===== src/rtl/hex_pkg.sv =====
// Shared types and constants for the multiplexed hex 7-segment scanner.
package hex_pkg;

  typedef struct packed {
    logic       blank;
    logic       dp;
    logic [3:0] val;
  } dig_rec_t;

  // Active-high "no segments lit" pattern, bits g..a.
  localparam logic [6:0] SEG_OFF = 7'h00;

  // Active-high hex font, entry n drives digit n, bits g..a.
  localparam logic [15:0][6:0] FONT = {
    7'h71, 7'h79, 7'h5E, 7'h39, 7'h7C, 7'h77, 7'h6F, 7'h7F,
    7'h07, 7'h7D, 7'h6D, 7'h66, 7'h4F, 7'h5B, 7'h06, 7'h3F
  };

endpackage


===== src/rtl/hex_font.sv =====
// Combinational nibble to active-high 7-segment pattern decoder.
module hex_font
  import hex_pkg::*;
(
  input  logic [3:0] i_val,
  output logic [6:0] o_seg_c
);

  assign o_seg_c = FONT[i_val];

endmodule


===== src/rtl/hex_scan.sv =====
// Time-multiplexed hex display driver: per-digit storage, slot scan with
// brightness PWM, leading-zero suppression and registered polarity-corrected outputs.
module hex_scan
  import hex_pkg::*;
#(
  parameter int unsigned DIGITS      = 4,
  parameter int unsigned PRESCALE    = 1024,
  parameter bit          SEG_ACT_LOW = 1'b1,
  parameter bit          AN_ACT_LOW  = 1'b1
) (
  input  logic                       clk,
  input  logic                       rst_n,
  input  logic                       en,
  input  logic [$clog2(DIGITS)-1:0]  dig,
  input  logic [3:0]                 val,
  input  logic                       dp,
  input  logic                       blank,
  input  logic                       lz_en,
  input  logic [3:0]                 bright,
  output logic [6:0]                 seg,
  output logic                       seg_dp,
  output logic [DIGITS-1:0]          an,
  output logic                       frame
);

  localparam int unsigned DIG_W   = $clog2(DIGITS);
  localparam int unsigned SUB_LEN = PRESCALE / 16;
  localparam int unsigned SUB_W   = $clog2(SUB_LEN);
  localparam bit          DIG_FULL = ((1 << DIG_W) == DIGITS);

  localparam logic [6:0]        SEG_IDLE = SEG_ACT_LOW ? ~SEG_OFF : SEG_OFF;
  localparam logic              DP_IDLE  = SEG_ACT_LOW;
  localparam logic [DIGITS-1:0] AN_IDLE  = {DIGITS{AN_ACT_LOW}};

  logic [SUB_W-1:0]  r_sub;
  logic [3:0]        r_phase;
  logic [DIG_W-1:0]  r_ptr;
  dig_rec_t          r_digits [DIGITS];
  logic [6:0]        r_seg;
  logic              r_seg_dp;
  logic [DIGITS-1:0] r_an;
  logic              r_frame;

  logic              w_sub_end;
  logic              w_slot_end;
  logic              w_wrap;
  logic              w_dig_ok;
  logic              w_wr;
  dig_rec_t          w_rec;
  logic [6:0]        w_font;
  logic [DIGITS-1:0] w_supp;
  logic              w_above_dark;
  logic [6:0]        w_seg;
  logic              w_dp;
  logic [DIGITS-1:0] w_an;

  // Slot counter split into sub-phase (0..15) and ticks within a sub-phase.
  assign w_sub_end  = (r_sub == SUB_W'(SUB_LEN - 1));
  assign w_slot_end = w_sub_end && (r_phase == 4'd15);
  assign w_wrap     = (r_ptr == DIG_W'(DIGITS - 1));

  if (DIG_FULL) begin : g_dig_full
    assign w_dig_ok = 1'b1;
  end else begin : g_dig_part
    assign w_dig_ok = (32'(dig) < DIGITS);
  end

  assign w_wr = en && w_dig_ok;

  always_ff @(posedge clk or negedge rst_n) begin
    if (!rst_n) begin
      r_sub   <= '0;
      r_phase <= '0;
      r_ptr   <= '0;
    end else begin
      if (w_sub_end) begin
        r_sub   <= '0;
        r_phase <= r_phase + 4'd1;
      end else begin
        r_sub <= r_sub + SUB_W'(1);
      end
      if (w_slot_end) begin
        r_ptr <= w_wrap ? '0 : r_ptr + DIG_W'(1);
      end
    end
  end

  always_ff @(posedge clk or negedge rst_n) begin
    if (!rst_n) begin
      for (int i = 0; i < int'(DIGITS); i++) begin
        r_digits[i] <= '{blank: 1'b1, dp: 1'b0, val: 4'd0};
      end
    end else if (w_wr) begin
      r_digits[dig] <= '{blank: blank, dp: dp, val: val};
    end
  end

  // A digit is a leading zero when it and everything above it is zero or blank.
  always_comb begin
    w_supp       = '0;
    w_above_dark = 1'b1;
    for (int i = int'(DIGITS) - 1; i > 0; i--) begin
      w_supp[i]    = lz_en && w_above_dark && (r_digits[i].val == 4'd0) && !r_digits[i].dp;
      w_above_dark = w_supp[i] || r_digits[i].blank;
    end
  end

  assign w_rec = r_digits[r_ptr];

  hex_font u_font (
    .i_val   (w_rec.val),
    .o_seg_c (w_font)
  );

  always_comb begin
    w_seg = SEG_OFF;
    w_dp  = 1'b0;
    w_an  = '0;
    if (!w_rec.blank) begin
      w_dp = w_rec.dp;
      if (!w_supp[r_ptr]) begin
        w_seg = w_font;
      end
      if (r_phase < bright) begin
        w_an[r_ptr] = 1'b1;
      end
    end
  end

  // Polarity is applied only here so all internal logic stays active-high.
  always_ff @(posedge clk or negedge rst_n) begin
    if (!rst_n) begin
      r_seg    <= SEG_IDLE;
      r_seg_dp <= DP_IDLE;
      r_an     <= AN_IDLE;
      r_frame  <= 1'b0;
    end else begin
      r_seg    <= SEG_ACT_LOW ? ~w_seg : w_seg;
      r_seg_dp <= w_dp ^ SEG_ACT_LOW;
      r_an     <= AN_ACT_LOW ? ~w_an : w_an;
      r_frame  <= w_slot_end && w_wrap;
    end
  end

  assign seg    = r_seg;
  assign seg_dp = r_seg_dp;
  assign an     = r_an;
  assign frame  = r_frame;

endmodule


===== config.mk =====
export PLATFORM = sky130hd
export DESIGN_NAME = hex_scan
export DESIGN_NICKNAME = d
export VERILOG_FILES = /design/src/rtl/hex_pkg.sv /design/src/rtl/hex_font.sv /design/src/rtl/hex_scan.sv
export SDC_FILE = /design/constraint.sdc
export NUM_CORES = 1
export LEC_CHECK = 0
export ABC_AREA = 1
export CAP_MARGIN = 25
export CORE_ASPECT_RATIO = 1.5
export CORE_MARGIN = 2
export CORE_UTILIZATION = 40
export CTS_BUF_LIST = sky130_fd_sc_hd__clkbuf_8
export CTS_CLUSTER_DIAMETER = 80
export DETAILED_ROUTE_END_ITERATION = 7
export DONT_BUFFER_PORTS = 1
export SKIP_CTS_REPAIR_TIMING = 1
export SYNTH_ARGS = -nofsm -noshare
export SYNTH_HDL_FRONTEND = slang
export SYNTH_SLANG_ARGS = --single-unit

===== constraint.sdc =====
create_clock -name clk -period 3.5 [get_ports clk]
set_input_delay 0.175 -clock clk [delete_from_list [all_inputs] [get_ports clk]]
set_output_delay 0.175 -clock clk [all_outputs]
set_load 0.02 [all_outputs]

After elaboration in Yosys (flattened, before gate mapping)

Memories as Yosys holds them, arrays and structs flattened.
Index checks and enable logic that the tools add are counted.

Bits in registers: 49
Output and inout port bits: 13
Memories: 1
Bits in writable memories: 0
Bits of input ports: 16
Bits in latches: 0
Word-level logic and storage cells: 76
ROM bits: 112

Memory list:

| name            | depth | width | read ports | clocked after Yosys merged registers in | wr ports | RTL line      | RTL |
|---|---|---|---|---|---|---|---|
| (no name shown) | 16    | 7     | 1          | 0                                       | 0        | hex_font.sv:9 | `assign o_seg_c = FONT[i_val];` |

Multiplexer cells: 18
Multiply operators: 0
Order comparisons: 7
Shift-type cells: 0
Equal/unequal tests: 3
Reduce and logical (&&, ||, !) cells: 20
Add/subtract/negate cells: 3
Bitwise logic cells: 5
Div/mod/pow operators: 0

Operator list:

| kind                  | count |
|---|---|
| $bwmux W24            | 1 |
| $mux W6               | 4 |
| $mux W7               | 3 |
| $bmux W6 S2           | 1 |
| $demux W6 S2          | 1 |
| $logic_and A1 B1 Y1   | 12 |
| $logic_not A4 Y1      | 3 |
| $mux W4               | 2 |
| $not A7 Y7            | 1 |
| $add A6 B1 Y6 const B | 1 |
| $eq A6 B6 Y1 const B  | 1 |
| $ge A3 B3 Y1 const B  | 2 |
| $not A2 Y3            | 2 |
| $lt A4 B5 Y1 const B  | 1 |
| $add A4 B1 Y4 const B | 1 |
| $eq A4 B4 Y1 const B  | 1 |
| $lt A4 B4 Y1          | 1 |
| $not A4 Y4            | 1 |
| $logic_not A1 Y1      | 3 |
| $lt A2 B3 Y1 const B  | 1 |
| $lt A3 B1 Y1 const B  | 1 |
| $mux W1               | 3 |
| $add A2 B1 Y2 const B | 1 |
| $bmux W1 S2           | 1 |
| other kinds (6)       | 7 |

Longest topological paths before layout

Depth in word-level cells: 16
Gate-level depth with buffers: 14
Depth with buffers taken out: 12

Hierarchy

From an unflattened synthesis, not the netlist that was laid out.

Cell total of the unflattened synthesis: 314
Area total of the unflattened synthesis: 2556.2 um2

Modules (own cells, without submodules):

| module   | instances | seq. area each (um2) | area each (um2) | cells each |
|---|---|---|---|---|
| hex_scan | 1         | 1246.2               | 2270.9          | 260 |
| hex_font | 1         | 0.0                  | 285.3           | 54 |

Least setup slack after synthesis

Ideal clock, no wire load.

Path kind: register to register
Start: register r_ptr[0]
End: register r_seg[1], in the netlist seg[1]
Arrival: 1.670 ns
Path buffers: 2
Stages on the path, launching flop included: 14
Period minus slack after synthesis: 1.749 ns
Slack: 1.751 ns
Setup time: 0.079 ns
Cell sequence: dfrtp_1 > buf_6 > buf_4 > nor2_1 > nand2_1 > nand2_1 > inv_1 > ha_1 > nand3_1 > nor2_1 > nor2_1 > nand2_1 > inv_1 > nand2_1

Cells in the longest elaborated chain, start to end: 9
Elaborated cells between the ends (all ways): 11
Classes of those cells: 8 x mux; 2 x bitwise; 1 x memory

Ends and longest elaborated chain:

| element                                     | RTL line        | RTL |
|---|---|---|
| start: declaration                          | hex_scan.sv:37  | `logic [DIG_W-1:0] r_ptr;` |
| start signal: assignment                    | hex_scan.sv:83  | `r_ptr <= w_wrap ? '0 : r_ptr + DIG_W'(1);` |
| $not A2 Y3 (implied by the code)            | hex_scan.sv:108 | `assign w_rec = r_digits[r_ptr];` |
| $bmux W6 S2                                 | hex_scan.sv:108 |  |
| $mux W6 (implied by the code) (2 in series) | hex_scan.sv:108 |  |
| $mem_v2 Z16 W7                              | -               |  |
| $mux W7 (implied by the code)               | hex_font.sv:9   |  |
| $mux W7                                     | hex_scan.sv:121 | `if (!w_supp[r_ptr]) begin` |
| $mux W7 (*)                                 | hex_scan.sv:119 | `if (!w_rec.blank) begin` |
| $not A7 Y7 (*)                              | hex_scan.sv:138 | `r_seg <= SEG_ACT_LOW ? ~w_seg : w_seg;` |
| end signal: assignment                      | hex_scan.sv:138 |  |
| end: declaration                            | hex_scan.sv:39  | `logic [6:0] r_seg;` |

Every way passes the cells marked *; elsewhere a longest branch is shown, timed or not. The select of a mux whose other input is x is not followed.
A chain may end at the register's enable or synchronous reset.

Worst setup path in the final report

Same ends and word-level chain as after synthesis.

==> results.sh <==
export IMPL_antenna_found_initial=0
export IMPL_tightest_slew_ns=0.652
export IMPL_die_w_um=70.0
export IMPL_num_nets_final=346
export IMPL_p_leak_nw=1.40
export IMPL_grt_max_degree=50
export IMPL_r2r_start="r_ptr[0]"
export IMPL_status="finished, final reports clean"
export IMPL_dr_first_iter_drc_count=131
export IMPL_finalHoldViolations=0
export IMPL_place_hpwl_mm=3.79
export IMPL_p_per_area_mw_per_mm2=497
export IMPL_cts_htree_levels=2
export IMPL_pin_count=29
export IMPL_fin_ws_ns=1.20
export IMPL_synth_area_per_cell_um2=8.33
export IMPL_rsz0062_at_grt="no"
export IMPL_wl_per_cell_um=12.8
export IMPL_peakVddDrop_mv=0.221
export IMPL_tritoncts="yes"
export IMPL_clk_path_buf_depth=2
export IMPL_postPlaceCellArea_mm2=0.00266
export IMPL_total_power_mw=1.40
export IMPL_startpoint_type="register"
export IMPL_grtUsageTotal=0.159
export IMPL_crit_top_cell="nand2_1"
export IMPL_end_kind="register"
export IMPL_die_area_mm2=0.00722
export IMPL_fin_area_mm2=0.00281
export IMPL_slew_headroom=0.566
export IMPL_final_antenna_net_count=0
export IMPL_pre_cts_ws_ns=1.25
export IMPL_grt_pass1_wl_mm=9.03
export IMPL_finalWeightedCongestion=0.914
export IMPL_drt_pass1_iterations=4
export IMPL_dr_total_vias=1934
export IMPL_cts_made_buffers=5
export IMPL_fmax_mhz=434
export IMPL_worstPathRequired_ns=3.76
export IMPL_holdWs_ns=0.0565
export IMPL_cts_sinks=49
export IMPL_ys_warn_count=0
export IMPL_ys_flop_type="dfrtp_1"
export IMPL_cp_arrival_ns=2.56
export IMPL_port_buffers=0
export IMPL_crit_chain="inv_2, nand2_1, nand3_1, nand2_1, inv_1, ha_1, nand3_1, nor2_1, nor2_1, nand2_1, inv_1, nand2_1"
export IMPL_yosysMostFrequentCell="nand2_1"
export IMPL_async_flop_share=1.00
export IMPL_syn2layout_area_growth_pct=7.51
export IMPL_slowest_stage="dfrtp_1"
export IMPL_finalWirelength_mm=5.03
export IMPL_grt_overflow=0
export IMPL_synthTopCellsByCount="nand2_1 (83), inv_1 (38), dfrtp_1 (33), o21ai_0 (31), nand3_1 (26)"
export IMPL_synth_edff_count=0
export IMPL_synthCells=314
export IMPL_fin_tns_setup_ns=0
export IMPL_synth_area_mm2=0.00262
export IMPL_seq_area_frac_synth=0.476
export IMPL_path_class="reg -> reg"
export IMPL_clock_skew_final_ns=0.00841
export IMPL_drive_above_1_share=0.136
export IMPL_synth_fp_nets=345
export IMPL_path_clk_slew_ns=0.10
export IMPL_finalSetupViolCount=0
export IMPL_synth_largest_area_cell="dfrtp_1"
export IMPL_rows=36
export IMPL_synth_area_leaders="dfrtp_1 (32%), dfstp_2 (16%), nand2_1 (12%)"
export IMPL_ys_types=30
export IMPL_min_period_ns=2.30
export IMPL_post_route_drc_count=0
export IMPL_synth_seq_cells=49
export IMPL_die_h_um=103
export IMPL_hp_class="in -> reg"
export IMPL_diodes=0
export IMPL_clk_latency_ns=0.31
export IMPL_cp_top_family="flip-flops"
export IMPL_finalCritPeriodShare=0.658
export IMPL_crit_fanout=21
export IMPL_crit_path_max_incr_delay_ns=0.77
export IMPL_first_global_vias=1954
export IMPL_viasPerCell=4.93
export IMPL_max_cap_violations=0
export IMPL_cp_startpoint="r_ptr[0]"
export IMPL_root_buffer="clkbuf_8"
export IMPL_final_max_slew_viol_count=0
export IMPL_crit_buf_inv=3
export IMPL_min_from="blank"
export IMPL_yosysTopAreaCellShare=0.316
export IMPL_core_mm2=0.00640
export IMPL_start_util=0.409
layout make-up:
cell class | count | area, um2
clock buffers | 5 | 68.8
inverters | 42 | 163
multi-input cells | 215 | 1150
fillers | 660 | 3580
flip-flops and latches | 49 | 1250
well taps | 76 | 95.1
clock inverters | 3 | 47.5
repair buffers | 2 | 37.5
where the power goes:
part	leakage [nW]	switching, mW	internal (mW)	total [mW]
clock	0.0591	0.207	0.218	0.426
sequential	0.585	0.0782	0.664	0.742
combinational	0.756	0.146	0.0846	0.231
layout by cell type (no fill, tap or decap), types with 3 or more instances in the layout:
master / n
nand3_2: 3
nand2_4: 4
o21ai_0: 31
nand2_1: 83
xor2_1: 3
a21oi_1: 8
dfstp_2: 16
nor2_1: 24
inv_2: 3
inv_6: 3
clkbuf_8: 5
dfrtp_1: 33
nand3_1: 26
ha_1: 15
inv_1: 38
nand4_1: 3
through the flow:
stage                     std cells  utilization
final                           392        0.440
after global routing            392        0.440
after CTS                       390        0.434
after detailed placement        382        0.416
after global placement          382        0.416
after floorplan                 314            -
sequential cells by signal, indices dropped and copies added, names as in the netlist:
name      flops
r_digits     24
seg           7
r_sub         6
an            4
r_phase       4
r_ptr         2
frame         1
seg_dp        1
metal layers:
layer | GRT usage | wire [um] | share of wire | vias up
li1 | - | - | - | 999
met1 | 0.176 | 2150 | 0.43 | 901
met2 | 0.293 | 2650 | 0.53 | 27
met3 | 0.0332 | 134 | 0.027 | 7
met4 | 0.0725 | 96 | 0.019 | 0
met5 | 0 | 0 | 0 | -
final timing paths:
check | to | slack, ns | cells after the start
min reg2reg | r_sub[0] | 0.47 | 1
max reg2reg | seg[1] | 1.20 | 12
min | r_digits[11] | 0.06 | 2
min in group asynchronous | r_ptr[1] | 0.37 | 2
max | seg[1] | 1.20 | 12
max in group asynchronous | seg[1] | 2.86 | 2
cell families after synthesis:
logic type | Yosys count | synth area share
adder cells (fa/ha/maj) | 15 | 0.0717
flip-flops | 49 | 0.476
AO/OA/AOI/OAI | 45 | 0.0909
buffers and inverters | 50 | 0.0823
XOR/XNOR | 5 | 0.0167
AND/OR/NAND/NOR | 150 | 0.262
No activity file was read; power rests on OpenSTA's default activity.
